### src/rtl/mc_pkg.sv
// mc_pkg: shared states, opcodes, ALU selects and control bundle for mc_controller_v2 (CTRL_IRQ_EN adds IRQ_ENTRY)
package mc_pkg;
  localparam int MEM_TIMEOUT_DEF = 16;
  localparam logic [3:0] OP_LD = 4'd8, OP_ST = 4'd9, OP_JMP = 4'd10, OP_BZ = 4'd11,
                         OP_BN = 4'd12, OP_JAL = 4'd13, OP_JR = 4'd14, OP_QUIT = 4'd15;
  localparam logic [3:0] ALU_LD = 4'd8, ALU_ST = 4'd9, ALU_PC_INC = 4'd10, ALU_PC_BR = 4'd11,
                         ALU_PC_JAL = 4'd12, ALU_PC_JR = 4'd13, ALU_IRQ = 4'd14;
  typedef enum logic [3:0] {
    IFETCH, IFETCH_WAIT, DECODE, EXEC, MEM_LD, MEM_ST, WB_ALU, WB_LD, WB_JAL, BR_TAKE, BR_NOT, HALT
`ifdef CTRL_IRQ_EN
    , IRQ_ENTRY
`endif
  } state_t;
  typedef struct packed {
    logic mem_req, s_addr, en_inst, en_a, en_b, en_f, en_mdr, we_mem;
    logic s_regfile_din, we_regfile, s_regfile_rw, en_pc, halted;
    logic [3:0] alu_op;
  } ctrl_t;
  function automatic logic [3:0] exec_alu(input logic [3:0] op);
    return op == OP_LD ? ALU_LD : op == OP_ST ? ALU_ST : op == OP_JMP ? ALU_PC_BR :
           (op == OP_BZ || op == OP_BN) ? 4'd0 : op == OP_JAL ? ALU_PC_INC :
           op == OP_JR ? ALU_PC_JR : op;
  endfunction
endpackage

### src/rtl/mc_controller_v2_if.sv
// mc_controller_v2_if: controller <-> datapath/memory bus (irq exists only with CTRL_IRQ_EN)
interface mc_controller_v2_if #(parameter int ALU_OP_W = 4);
  logic [3:0] opcode;
  logic zero, neg, mem_ready, mem_req;
  logic s_addr, en_inst, en_a, en_b, en_f, en_mdr, we_mem, s_regfile_din, we_regfile, s_regfile_rw, en_pc;
  logic [ALU_OP_W-1:0] alu_op;
  logic halted, fault;
`ifdef CTRL_IRQ_EN
  logic irq;
`endif
  modport master (
    input opcode, zero, neg, mem_ready,
`ifdef CTRL_IRQ_EN
    input irq,
`endif
    output mem_req, s_addr, en_inst, en_a, en_b, en_f, en_mdr, we_mem, s_regfile_din,
    output we_regfile, s_regfile_rw, en_pc, alu_op, halted, fault
  );
  modport slave (
    output opcode, zero, neg, mem_ready,
`ifdef CTRL_IRQ_EN
    output irq,
`endif
    input mem_req, s_addr, en_inst, en_a, en_b, en_f, en_mdr, we_mem, s_regfile_din,
    input we_regfile, s_regfile_rw, en_pc, alu_op, halted, fault
  );
endinterface

### src/rtl/mc_wait_timer.sv
// mc_wait_timer: 8-bit memory wait counter; expired flags the LIMIT-th cycle without mem_ready
module mc_wait_timer #(parameter int LIMIT = 16) (
  input  logic clk,
  input  logic reset,
  input  logic clr,
  input  logic inc,
  output logic expired
);
  logic [7:0] cnt;
  // count stalled cycles of the current wait, restarting whenever outside a wait state
  always_ff @(posedge clk)
    if (reset || clr) cnt <= '0;
    else if (inc) cnt <= cnt + 8'd1;
  assign expired = inc && cnt == 8'(LIMIT - 1);
endmodule

### src/rtl/mc_controller_v2.sv
// mc_controller_v2: multicycle CPU control FSM with memory timeout fault; CTRL_IRQ_EN enables the irq entry path
module mc_controller_v2 import mc_pkg::*; #(
  parameter int MEM_TIMEOUT = MEM_TIMEOUT_DEF,
  parameter int ALU_OP_W = 4
) (
  input logic clk,
  input logic reset,
  mc_controller_v2_if.master bus
);
  state_t state;
  logic [3:0] op_q;
  logic fault, wait_st, tmo;
  ctrl_t c;
  assign wait_st = state inside {IFETCH_WAIT, MEM_LD, MEM_ST};
  mc_wait_timer #(.LIMIT(MEM_TIMEOUT)) timer (
    .clk(clk), .reset(reset), .clr(!wait_st), .inc(wait_st && !bus.mem_ready), .expired(tmo)
  );
  // sequencing, opcode latch and sticky timeout fault
  always_ff @(posedge clk)
    if (reset) begin
      state <= IFETCH;
      op_q <= '0;
      fault <= 1'b0;
    end else if (tmo) begin
      state <= HALT;
      fault <= 1'b1;
    end else
      case (state)
`ifdef CTRL_IRQ_EN
        IFETCH: state <= bus.irq ? IRQ_ENTRY : IFETCH_WAIT;
`else
        IFETCH: state <= IFETCH_WAIT;
`endif
        IFETCH_WAIT: state <= bus.mem_ready ? DECODE : IFETCH_WAIT;
        DECODE: begin
          op_q <= bus.opcode;
          state <= bus.opcode == OP_QUIT ? HALT : EXEC;
        end
        EXEC: state <= !op_q[3] ? WB_ALU : op_q == OP_LD ? MEM_LD : op_q == OP_ST ? MEM_ST :
                       op_q == OP_BZ ? (bus.zero ? BR_TAKE : BR_NOT) :
                       op_q == OP_BN ? (bus.neg ? BR_TAKE : BR_NOT) :
                       op_q == OP_JAL ? WB_JAL : IFETCH;
        MEM_LD: state <= bus.mem_ready ? WB_LD : MEM_LD;
        MEM_ST: state <= bus.mem_ready ? IFETCH : MEM_ST;
        HALT: state <= HALT;
        default: state <= IFETCH;
      endcase
  // control decode from state and latched opcode; memory strobes fire in the mem_ready cycle
  always_comb begin
    c = '0;
    case (state)
      IFETCH: c.mem_req = 1'b1;
      IFETCH_WAIT: begin
        c.mem_req = 1'b1;
        c.en_inst = bus.mem_ready;
      end
      DECODE: begin
        c.en_a = 1'b1;
        c.en_b = 1'b1;
      end
      EXEC: begin
        c.alu_op = exec_alu(op_q);
        c.en_f = op_q < OP_JMP || op_q == OP_JAL;
        c.en_pc = op_q == OP_JMP || op_q == OP_JR;
      end
      MEM_LD: begin
        c.mem_req = 1'b1;
        c.s_addr = 1'b1;
        c.en_mdr = bus.mem_ready;
      end
      MEM_ST: begin
        c.mem_req = 1'b1;
        c.s_addr = 1'b1;
        c.we_mem = 1'b1;
        c.en_pc = bus.mem_ready;
        c.alu_op = bus.mem_ready ? ALU_PC_INC : 4'd0;
      end
      WB_ALU, WB_LD: begin
        c.we_regfile = 1'b1;
        c.s_regfile_din = state == WB_LD;
        c.alu_op = ALU_PC_INC;
        c.en_pc = 1'b1;
      end
      WB_JAL: begin
        c.we_regfile = 1'b1;
        c.s_regfile_rw = 1'b1;
        c.alu_op = ALU_PC_JAL;
        c.en_pc = 1'b1;
      end
      BR_TAKE, BR_NOT: begin
        c.alu_op = state == BR_TAKE ? ALU_PC_BR : ALU_PC_INC;
        c.en_pc = 1'b1;
      end
`ifdef CTRL_IRQ_EN
      IRQ_ENTRY: begin
        c.we_regfile = 1'b1;
        c.s_regfile_rw = 1'b1;
        c.alu_op = ALU_IRQ;
        c.en_pc = 1'b1;
      end
`endif
      HALT: c.halted = 1'b1;
      default: ;
    endcase
  end
  assign bus.mem_req = c.mem_req;
  assign bus.s_addr = c.s_addr;
  assign bus.en_inst = c.en_inst;
  assign bus.en_a = c.en_a;
  assign bus.en_b = c.en_b;
  assign bus.en_f = c.en_f;
  assign bus.en_mdr = c.en_mdr;
  assign bus.we_mem = c.we_mem;
  assign bus.s_regfile_din = c.s_regfile_din;
  assign bus.we_regfile = c.we_regfile;
  assign bus.s_regfile_rw = c.s_regfile_rw;
  assign bus.en_pc = c.en_pc;
  assign bus.alu_op = ALU_OP_W'(c.alu_op);
  assign bus.halted = c.halted;
  assign bus.fault = fault;
endmodule

### src/flat_wrapper.sv
// flat-port wrapper written by rule: the top's interface ports become plain ports
module mc_controller_v2_flat import mc_pkg::*;
#(
  parameter int MEM_TIMEOUT = MEM_TIMEOUT_DEF,
  parameter int ALU_OP_W = 4
)
  (clk, reset, bus_opcode, bus_zero, bus_neg, bus_mem_ready, bus_mem_req, bus_s_addr, bus_en_inst, bus_en_a, bus_en_b, bus_en_f, bus_en_mdr, bus_we_mem, bus_s_regfile_din, bus_we_regfile, bus_s_regfile_rw, bus_en_pc, bus_alu_op, bus_halted, bus_fault);
  mc_controller_v2_if #(.ALU_OP_W(ALU_OP_W)) bus_i ();
  input logic clk;
  input logic reset;
  input wire logic [$bits(bus_i.opcode)-1:0] bus_opcode;
  input wire logic [$bits(bus_i.zero)-1:0] bus_zero;
  input wire logic [$bits(bus_i.neg)-1:0] bus_neg;
  input wire logic [$bits(bus_i.mem_ready)-1:0] bus_mem_ready;
  output wire logic [$bits(bus_i.mem_req)-1:0] bus_mem_req;
  output wire logic [$bits(bus_i.s_addr)-1:0] bus_s_addr;
  output wire logic [$bits(bus_i.en_inst)-1:0] bus_en_inst;
  output wire logic [$bits(bus_i.en_a)-1:0] bus_en_a;
  output wire logic [$bits(bus_i.en_b)-1:0] bus_en_b;
  output wire logic [$bits(bus_i.en_f)-1:0] bus_en_f;
  output wire logic [$bits(bus_i.en_mdr)-1:0] bus_en_mdr;
  output wire logic [$bits(bus_i.we_mem)-1:0] bus_we_mem;
  output wire logic [$bits(bus_i.s_regfile_din)-1:0] bus_s_regfile_din;
  output wire logic [$bits(bus_i.we_regfile)-1:0] bus_we_regfile;
  output wire logic [$bits(bus_i.s_regfile_rw)-1:0] bus_s_regfile_rw;
  output wire logic [$bits(bus_i.en_pc)-1:0] bus_en_pc;
  output wire logic [$bits(bus_i.alu_op)-1:0] bus_alu_op;
  output wire logic [$bits(bus_i.halted)-1:0] bus_halted;
  output wire logic [$bits(bus_i.fault)-1:0] bus_fault;
  assign bus_i.opcode = bus_opcode;
  assign bus_i.zero = bus_zero;
  assign bus_i.neg = bus_neg;
  assign bus_i.mem_ready = bus_mem_ready;
  assign bus_mem_req = bus_i.mem_req;
  assign bus_s_addr = bus_i.s_addr;
  assign bus_en_inst = bus_i.en_inst;
  assign bus_en_a = bus_i.en_a;
  assign bus_en_b = bus_i.en_b;
  assign bus_en_f = bus_i.en_f;
  assign bus_en_mdr = bus_i.en_mdr;
  assign bus_we_mem = bus_i.we_mem;
  assign bus_s_regfile_din = bus_i.s_regfile_din;
  assign bus_we_regfile = bus_i.we_regfile;
  assign bus_s_regfile_rw = bus_i.s_regfile_rw;
  assign bus_en_pc = bus_i.en_pc;
  assign bus_alu_op = bus_i.alu_op;
  assign bus_halted = bus_i.halted;
  assign bus_fault = bus_i.fault;
  mc_controller_v2 #(.MEM_TIMEOUT(MEM_TIMEOUT), .ALU_OP_W(ALU_OP_W)) u_core (.clk(clk), .reset(reset), .bus(bus_i));
endmodule
### config.mk
export PLATFORM = sky130hd
export DESIGN_NAME = mc_controller_v2_flat
export DESIGN_NICKNAME = d
export VERILOG_FILES = /design/src/rtl/mc_pkg.sv /design/src/rtl/mc_controller_v2_if.sv /design/src/rtl/mc_wait_timer.sv /design/src/rtl/mc_controller_v2.sv /design/src/flat_wrapper.sv
export SDC_FILE = /design/constraint.sdc
export NUM_CORES = 1
export LEC_CHECK = 0
export CAP_MARGIN = 5
export CELL_PAD_IN_SITES_DETAIL_PLACEMENT = 0
export CELL_PAD_IN_SITES_GLOBAL_PLACEMENT = 1
export CORE_ASPECT_RATIO = 0.7
export CORE_MARGIN = 2
export CORE_UTILIZATION = 33
export DETAILED_ROUTE_END_ITERATION = 7
export PLACE_DENSITY_LB_ADDON = 0.3
export SLEW_MARGIN = 20
export SYNTH_ARGS = -nofsm -noshare
export SYNTH_HDL_FRONTEND = slang
export SYNTH_SLANG_ARGS = --single-unit
### constraint.sdc
create_clock -name clk -period 1.5 [get_ports clk]
set_input_delay 0.3 -clock clk [delete_from_list [all_inputs] [get_ports clk]]
set_output_delay 0.3 -clock clk [all_outputs]
set_load 0.05 [all_outputs]
==> flow_summary_export.csv, run 1 <==
group,metric,value,unit
setup_path,crit_startpoint,"u_core.state[3]",
global_route,global_route.usage.total,20.46,%
detailed_routing,initialDrtViolationCount,92,
logic_synthesis,synth.avg_cell_area,8.353,µm²
power_and_ir_drop,combinational_power_share,41.1,%
setup_path,critPathArrivalTime,1.45,ns
floorplanning,chipHeight,54.16,µm
clocking,cts_tree,"done",
detailed_routing,number_of_iterations_in_the_first_detailed_routing_pass,4,
global_route,grt_antenna_before_repair,0,
timing,max-slew-margin-rel,73.04,%
setup_path,crit-reg2reg-launch,"u_core.state[1]",
outcome,result_of_the_run,"complete, but fails checks",
global_route,maximum_number_of_pins_on_one_net_before_global_route_repair,10,
clocking,worst_skew_pair.late_latency,0.25,ns
logic_synthesis,seq_area_frac_synth,28.69,%
place,gpl.final_weighted_congestion,0.8670,
timing,worst_slew_pin_slew,0.4044,ns
power_and_ir_drop,clockPowerShare,24.0,%
timing,final_count_of_pins_violating_max_slew,0,
place,placement.cell_area,0.001954,mm²
clocking,buffer_type_at_the_clock_tree_root,"sky130_fd_sc_hd__clkbuf_8",
floorplanning,initial_util,33.98,%
logic_synthesis,postSynthRegisterBits,17,
final_layout,final_design_area_no_fill,0.002367,mm²
setup_path,crit_end,"bus_en_mdr",
timing,worst_slack,-0.2475,ns
clocking,clk_path_buf_depth,2,
timing,setup_repair_after_global_routing_missed_its_margin,"yes",
setup_path,path_class,"reg2out",
logic_synthesis,post_synth_edffs,0,
place,place.detailed.instances,240,
timing,final_hold_viol_count,0,
clocking,cts.sinks,17,
setup_path,maximum_net_fanout_on_the_critical_path,8,
place,detailedPlacementHpwl,2756,µm
setup_path,worstSetupEndpointType,"output port",
detailed_routing,routed_wire_length_per_instance,14.41,µm
place,post-place-ws,-0.3672,ns
clocking,cts_htree_levels,1,
final_layout,area_growth,99.58,%
timing,clock_skew,0.002744,ns
timing,layout_worst_path_cycle_share,116.5,%
floorplanning,row_count,18,
power_and_ir_drop,p_sw,0.4588,mW
power_and_ir_drop,power.share.sequential,35.0,%
logic_synthesis,dominantRegCellSynth,"sky130_fd_sc_hd__dfxtp_1",
power_and_ir_drop,leakagePower,0.8852,nW
setup_path,critical_path.startpoint_type,"flip-flop",
final_layout,final_core_utilization,67.81,%
timing,fmaxAchievable,572.3,MHz
final_layout,final.fill_count,263,
power_and_ir_drop,cellPowerDensity,600.5,mW/mm²
detailed_routing,via_count_of_the_routed_design,1300,
timing,setup_viol,17,
clocking,clk_transition_reported_paths,0.06,ns
place,placement.io_buffers,26,
power_and_ir_drop,internal_power,0.9628,mW
detailed_routing,antenna_violating_nets_post_route,0,
global_route,grt_remaining_overflow,0,
floorplanning,pin_count,27,
flow_run,maxCapViolCount,0,
detailed_routing,drt-total-wl,3775,µm
logic_synthesis,mappedNetlistNets,152,
outcome,violations,"setup timing",
clocking,number_of_buffers_created_by_cts,3,
floorplanning,core-area,0.003491,mm²
timing,final.min_clock_period,1.747,ns
final_layout,layout-drive-gt1-share,64.62,%
logic_synthesis,syn-cell-area,0.001186,mm²
logic_synthesis,postSynth.asyncResetShare,0,%
global_route,grt_pass1_wl,6134,µm
detailed_routing,drc,0,
global_route,first_global_vias,1301,
floorplanning,fp.dieArea,0.004097,mm²
logic_synthesis,yosys_warnings,0,
logic_synthesis,synthCells,142,
detailed_routing,routed_via_density,4.962,
power_and_ir_drop,power_switching_share,32.27,%
final_layout,insertedDiodeCount,0,
setup_path,timing.critical_path.required,1.20,ns
logic_synthesis,synth.distinct_cells,48,
final_layout,net_count_final,223,
setup_path,r2r_setup_slack,0.02,ns
power_and_ir_drop,post-layout-total-power,1.422,mW
min_path,hold_class,"reg2reg",
power_and_ir_drop,ir_drop,0.5435,mV
final_layout,final_cell_count_no_fill,262,
setup_path,r2r-end,"u_core.state[0]",
floorplanning,die_width,75.66,µm
setup_path,worst-r2r-cell-count,7,
-- cell type report --
type	instances	area, µm²	share of cell area [%]
Clock buffer	4	45.04	1.903
Inverter	4	18.77	0.7928
Multi-Input combinational cell	107	974.7	41.17
Tap cell	50	62.56	2.643
Sequential cell	17	367.9	15.54
Timing Repair Buffer	80	898.4	37.95
-- synthesized netlist by cell type (all sizes together), types with 4 or more instances --
| library cell | instances | share of area (%) |
|---|---|---|
| nand2 | 6 | 1.9 |
| inv | 4 | 1.3 |
| o21ai | 10 | 4.2 |
| nand2b | 5 | 2.6 |
| a21oi | 7 | 3.3 |
| nor2b | 6 | 3.2 |
| nor3 | 4 | 2.1 |
| nor4 | 4 | 4.4 |
| xnor2 | 6 | 4.4 |
| dfxtp | 17 | 29 |
| nor2 | 16 | 6.3 |
| clkbuf | 6 | 1.9 |
| mux2i | 6 | 5.1 |
| buf | 8 | 4.7 |
-- critical path: stages (launching register included) --
cell and delay, ns:
sky130_fd_sc_hd__dfxtp_4 0.39, sky130_fd_sc_hd__or2_4 0.28, sky130_fd_sc_hd__clkinvlp_4 0.11, sky130_fd_sc_hd__and4b_2 0.27, sky130_fd_sc_hd__buf_12 0.14
-- metal layers --
metal / track usage (%) / wire length (µm)
met1: 26.81 / 1753
met2: 34.20 / 1823
met3: 3.371 / 139
met5: 0 / 0
met4: 7.018 / 59
-- cells in the final DEF, fill, tap and decap left out, types with 2 or more instances in the layout --
cell and count:
sky130_fd_sc_hd__nor3_4 2, sky130_fd_sc_hd__nand2b_1 3, sky130_fd_sc_hd__inv_1 3, sky130_fd_sc_hd__o21ai_4 2, sky130_fd_sc_hd__o21ai_2 2, sky130_fd_sc_hd__and2_4 2, sky130_fd_sc_hd__dfxtp_1 7, sky130_fd_sc_hd__nor2b_2 2
sky130_fd_sc_hd__o21ai_0 2, sky130_fd_sc_hd__o2bb2ai_1 2, sky130_fd_sc_hd__buf_8 3, sky130_fd_sc_hd__buf_12 16, sky130_fd_sc_hd__nor2_2 7, sky130_fd_sc_hd__nand2_2 2, sky130_fd_sc_hd__a21oi_2 5, sky130_fd_sc_hd__nor4_4 2
sky130_fd_sc_hd__nor2b_1 3, sky130_fd_sc_hd__and3_4 3, sky130_fd_sc_hd__xnor2_1 6, sky130_fd_sc_hd__nand2b_4 2, sky130_fd_sc_hd__nor3_1 2, sky130_fd_sc_hd__buf_4 37, sky130_fd_sc_hd__nor2_1 8, sky130_fd_sc_hd__buf_6 16
sky130_fd_sc_hd__xor2_1 2, sky130_fd_sc_hd__dfxtp_2 4, sky130_fd_sc_hd__nand2_1 4, sky130_fd_sc_hd__o21ai_1 4, sky130_fd_sc_hd__and4_1 2, sky130_fd_sc_hd__mux2i_1 6, sky130_fd_sc_hd__dfxtp_4 6, sky130_fd_sc_hd__clkdlybuf4s50_1 7
sky130_fd_sc_hd__clkbuf_8 3, sky130_fd_sc_hd__a31o_2 2, sky130_fd_sc_hd__and4b_2 2
-- cells by family (layout without fill, tap and decap cells) --
group	after synthesis	after routing	synth area share, %
multiplexers	6	6	5.063
adder cells (fa/ha/maj)	1	1	1.055
buffers and inverters	18	88	7.910
AO/OA/AOI/OAI	30	30	16.67
AND/OR/NAND/NOR	62	62	34.71
XOR/XNOR	8	8	5.907
flip-flops	17	17	28.69
-- per-stage QoR --
stage	TNS, ns	hold slack [ns]
after floorplan	-2.693	0.4472
after global placement	-4.102	0.4830
after detailed placement	-4.571	0.4860
after CTS	-2.627	0.4948
after global routing	-3.521	0.5231
final	-2.662	0.4922
-- state kept, by name, indices dropped and copies added, names as in the netlist --
signal / flops
u_core.timer.cnt: 8
u_core.op_q: 4
u_core.state: 4
u_core.bus.fault: 1
-- power by group through the flow --
stage               clock, mW  combinational (mW)  sequential, mW
finish                  0.341               0.584           0.497
global route            0.368               0.617           0.500
CTS                     0.350               0.536           0.494
detailed placement          0               0.451           0.500
global placement            0               0.441           0.500
floorplan                   0               0.282           0.492
-- how the worst min path moves through the flow --
stage | startpoint | endpoint | slack [ns] | cells past startpoint
6_report | u_core.bus.fault | u_core.bus.fault | 0.49 | 2
2_1_floorplan | bus_opcode[0] | u_core.op_q[0] | 0.45 | 2
3_3_place_gp | u_core.bus.fault | u_core.bus.fault | 0.48 | 2
3_5_place_dp | u_core.bus.fault | u_core.bus.fault | 0.49 | 2
4_1_cts | u_core.bus.fault | u_core.bus.fault | 0.49 | 2
5_1_grt | bus_mem_ready | u_core.timer.cnt[0] | 0.52 | 4
-- what timing repair did --
item                       CTS  global route
hold endpoints to repair     0             0
hold buffers                 0             0
buffers inserted            11             9
pin swaps                   20            11
resized for setup           50            24
setup endpoints to repair   24            29
(Power assumes the default switching activity.)
==> inputs of run 2 (changes only) <==
--- a/config.mk
+++ b/config.mk
@@ -5,7 +5,6 @@
 export SDC_FILE = /design/constraint.sdc
 export NUM_CORES = 1
 export LEC_CHECK = 0
-export CAP_MARGIN = 5
 export CELL_PAD_IN_SITES_DETAIL_PLACEMENT = 0
 export CELL_PAD_IN_SITES_GLOBAL_PLACEMENT = 1
 export CORE_ASPECT_RATIO = 0.7
==> results of run 2 <==
Final layout, timing and power as in run 1 (identical DEF).
==> inputs of run 3 (changes only) <==
--- a/config.mk
+++ b/config.mk
@@ -12,6 +12,7 @@
 export CORE_UTILIZATION = 33
 export DETAILED_ROUTE_END_ITERATION = 7
 export PLACE_DENSITY_LB_ADDON = 0.3
+export RECOVER_POWER = 100
 export SLEW_MARGIN = 20
 export SYNTH_ARGS = -nofsm -noshare
 export SYNTH_HDL_FRONTEND = slang
==> run 3 against run 2 <==
  * The flow still finishes with violations (setup timing)
  * Register-to-register slack about the same
  * Sequential power about the same
  * Worst setup slack is essentially flat
  * Clock skew hardly changed
  * Via count up 0.54%
  * Global-route usage did not move
  * Clock power is essentially flat
  * Sequential share of layout area increased by 0.23 points
  * Critical path type unchanged
  * Largest cell class unchanged
==> flow_summary_export.csv, run 3 (synthesis results as in run 1) <==
group,metric,value,unit
outcome,result_of_the_run,"complete, but fails checks",
outcome,violations,"setup timing",
final_layout,largest_register_ff_count,8,
min_path,startpoint_of_the_worst_hold_path,"u_core.bus.fault",
floorplanning,chipHeight,54.16,µm
setup_path,r2r_setup_slack,0.02,ns
global_route,global_route.usage.total,20.46,%
final_layout,seq_area,367.9,µm²
detailed_routing,routed_via_density,4.989,
final_layout,regMostFlops,"u_core.timer.cnt",
clocking,cts.sinks,17,
clocking,cts_htree_levels,1,
setup_path,timing.critical_path.max_delay_family,"simple AND/OR/NAND/NOR gates",
clocking,buffer_type_at_the_clock_tree_root,"sky130_fd_sc_hd__clkbuf_8",
clocking,cts_tree,"done",
setup_path,critical_path.startpoint_type,"flip-flop",
place,placement.io_buffers,26,
global_route,first_global_vias,1301,
setup_path,timing.critical_path.required,1.20,ns
final_layout,net_count_final,223,
clocking,holdBufCountCts,0,
floorplanning,row_count,18,
final_layout,insertedDiodeCount,0,
final_layout,layout-drive-gt1-share,61.32,%
detailed_routing,drc,0,
setup_path,maximum_net_fanout_on_the_critical_path,8,
floorplanning,pin_count,27,
timing,setup_viol,17,
place,placement.cell_area,0.001954,mm²
timing,worst_slew_pin_slew,0.4996,ns
power_and_ir_drop,ir_drop,0.5371,mV
global_route,grt_antenna_before_repair,0,
power_and_ir_drop,cellPowerDensity,605.0,mW/mm²
timing,fmaxAchievable,572.1,MHz
final_layout,final_cell_count_no_fill,262,
detailed_routing,via_count_of_the_routed_design,1307,
global_route,grt.met2_usage,34.20,%
timing,max-slew-margin-rel,66.64,%
detailed_routing,antenna_violating_nets_post_route,0,
setup_path,largest_stage_delay_on_the_critical_path,0.39,ns
setup_path,path_class,"reg2out",
clocking,worst_skew_pair.late_latency,0.25,ns
final_layout,final_core_utilization,66.81,%
floorplanning,fp.dieArea,0.004097,mm²
detailed_routing,routed_wire_length_per_instance,14.43,µm
timing,setup_repair_after_global_routing_missed_its_margin,"yes",
clocking,number_of_buffers_created_by_cts,3,
setup_path,critical_path.slowest_cell,"sky130_fd_sc_hd__dfxtp_4",
power_and_ir_drop,post-layout-total-power,1.411,mW
timing,final.min_clock_period,1.748,ns
setup_path,worstSetupEndpointType,"output port",
global_route,grt_remaining_overflow,0,
timing,layout_worst_path_cycle_share,116.5,%
setup_path,crit_startpoint,"u_core.state[3]",
final_layout,reg.largest.list,"u_core.timer.cnt x8, u_core.op_q x4, u_core.state x4",
floorplanning,core-area,0.003491,mm²
detailed_routing,drt-total-wl,3781,µm
place,place.detailed.instances,240,
min_path,hold_class,"reg2reg",
global_route,busiest_layer,"met2",
clocking,clk_transition_reported_paths,0.06,ns
detailed_routing,initialDrtViolationCount,62,
place,detailedPlacementHpwl,2756,µm
global_route,groute.layer.met1.usage,26.81,%
place,post-place-ws,-0.3672,ns
global_route,maximum_number_of_pins_on_one_net_before_global_route_repair,10,
clocking,clk_path_buf_depth,2,
flow_run,maxCapViolCount,0,
floorplanning,initial_util,33.98,%
final_layout,multiInputGateArea,950.9,µm²
power_and_ir_drop,leakagePower,0.8938,nW
timing,final_hold_viol_count,0,
place,gpl.final_weighted_congestion,0.8670,
detailed_routing,number_of_iterations_in_the_first_detailed_routing_pass,4,
final_layout,area_growth,96.62,%
floorplanning,die_width,75.66,µm
global_route,grt_pass1_wl,6134,µm
final_layout,commonest_non_fill_non_tap_cells_in_the_layout,"sky130_fd_sc_hd__buf_4, sky130_fd_sc_hd__buf_6, sky130_fd_sc_hd__buf_12",
timing,final_count_of_pins_violating_max_slew,0,
final_layout,final.fill_count,273,
global_route,grt.met3_usage,3.371,%
setup_path,path_buf_inv,2,
timing,clock_skew,0.002788,ns
setup_path,critPathArrivalTime,1.45,ns
setup_path,crit-reg2reg-launch,"u_core.state[1]",
timing,worst_slack,-0.2478,ns
setup_path,crit_chain,"or2_4 > clkinvlp_4 > and4b_2 > buf_12",
final_layout,final_design_area_no_fill,0.002332,mm²
final_layout,mostFrequentLayoutCell,"sky130_fd_sc_hd__buf_4",
run 3: worst min-delay path, cell delays in order, from the launching register on:
cell and delay, ns:
sky130_fd_sc_hd__dfxtp_1 0.31, sky130_fd_sc_hd__inv_1 0.05, sky130_fd_sc_hd__a21oi_1 0.05
run 3: power breakdown:
group	total, mW	leakage (nW)	internal [mW]	switching [mW]
logic	0.574	0.727	0.304	0.269
registers	0.497	0.144	0.467	0.0303
clock network	0.340	0.0228	0.189	0.152
run 3: repair_timing:
action	4_1_cts	5_1_grt
cloned	0	0
gates resized for setup	50	24
pin swaps	20	11
endpoints found under the setup margin	24	29
buffers inserted	11	9
run 3: path summary, 6_finish.rpt:
kind | depth (start not counted) | to
setup reg to reg | 7 | u_core.state[0]
setup / recovery | 4 | bus_en_mdr
hold / removal | 2 | u_core.bus.fault
hold reg to reg | 2 | u_core.bus.fault
run 3: layer usage:
layer  up-vias  share of wire (%)
li1        648                  -
met1       622                 47
met2        32                 48
met3         5                3.8
met4         0                1.6
met5         -                  0
run 3: layout make-up:
cell class              count  share of cell area (%)
flip-flops and latches     17                   15.77
multi-input cells         107                   40.77
repair buffers             80                   38.04
clock buffers               4                   1.931
inverters                   4                  0.8047
well taps                  50                   2.682
run 3: per-stage QoR:
step,hold WS [ns],setup TNS (ns)
2_1_floorplan,0.4472,-2.693
3_3_place_gp,0.4830,-4.102
3_5_place_dp,0.4860,-4.571
4_1_cts,0.4948,-2.627
5_1_grt,0.4841,-3.876
6_report,0.4548,-2.672
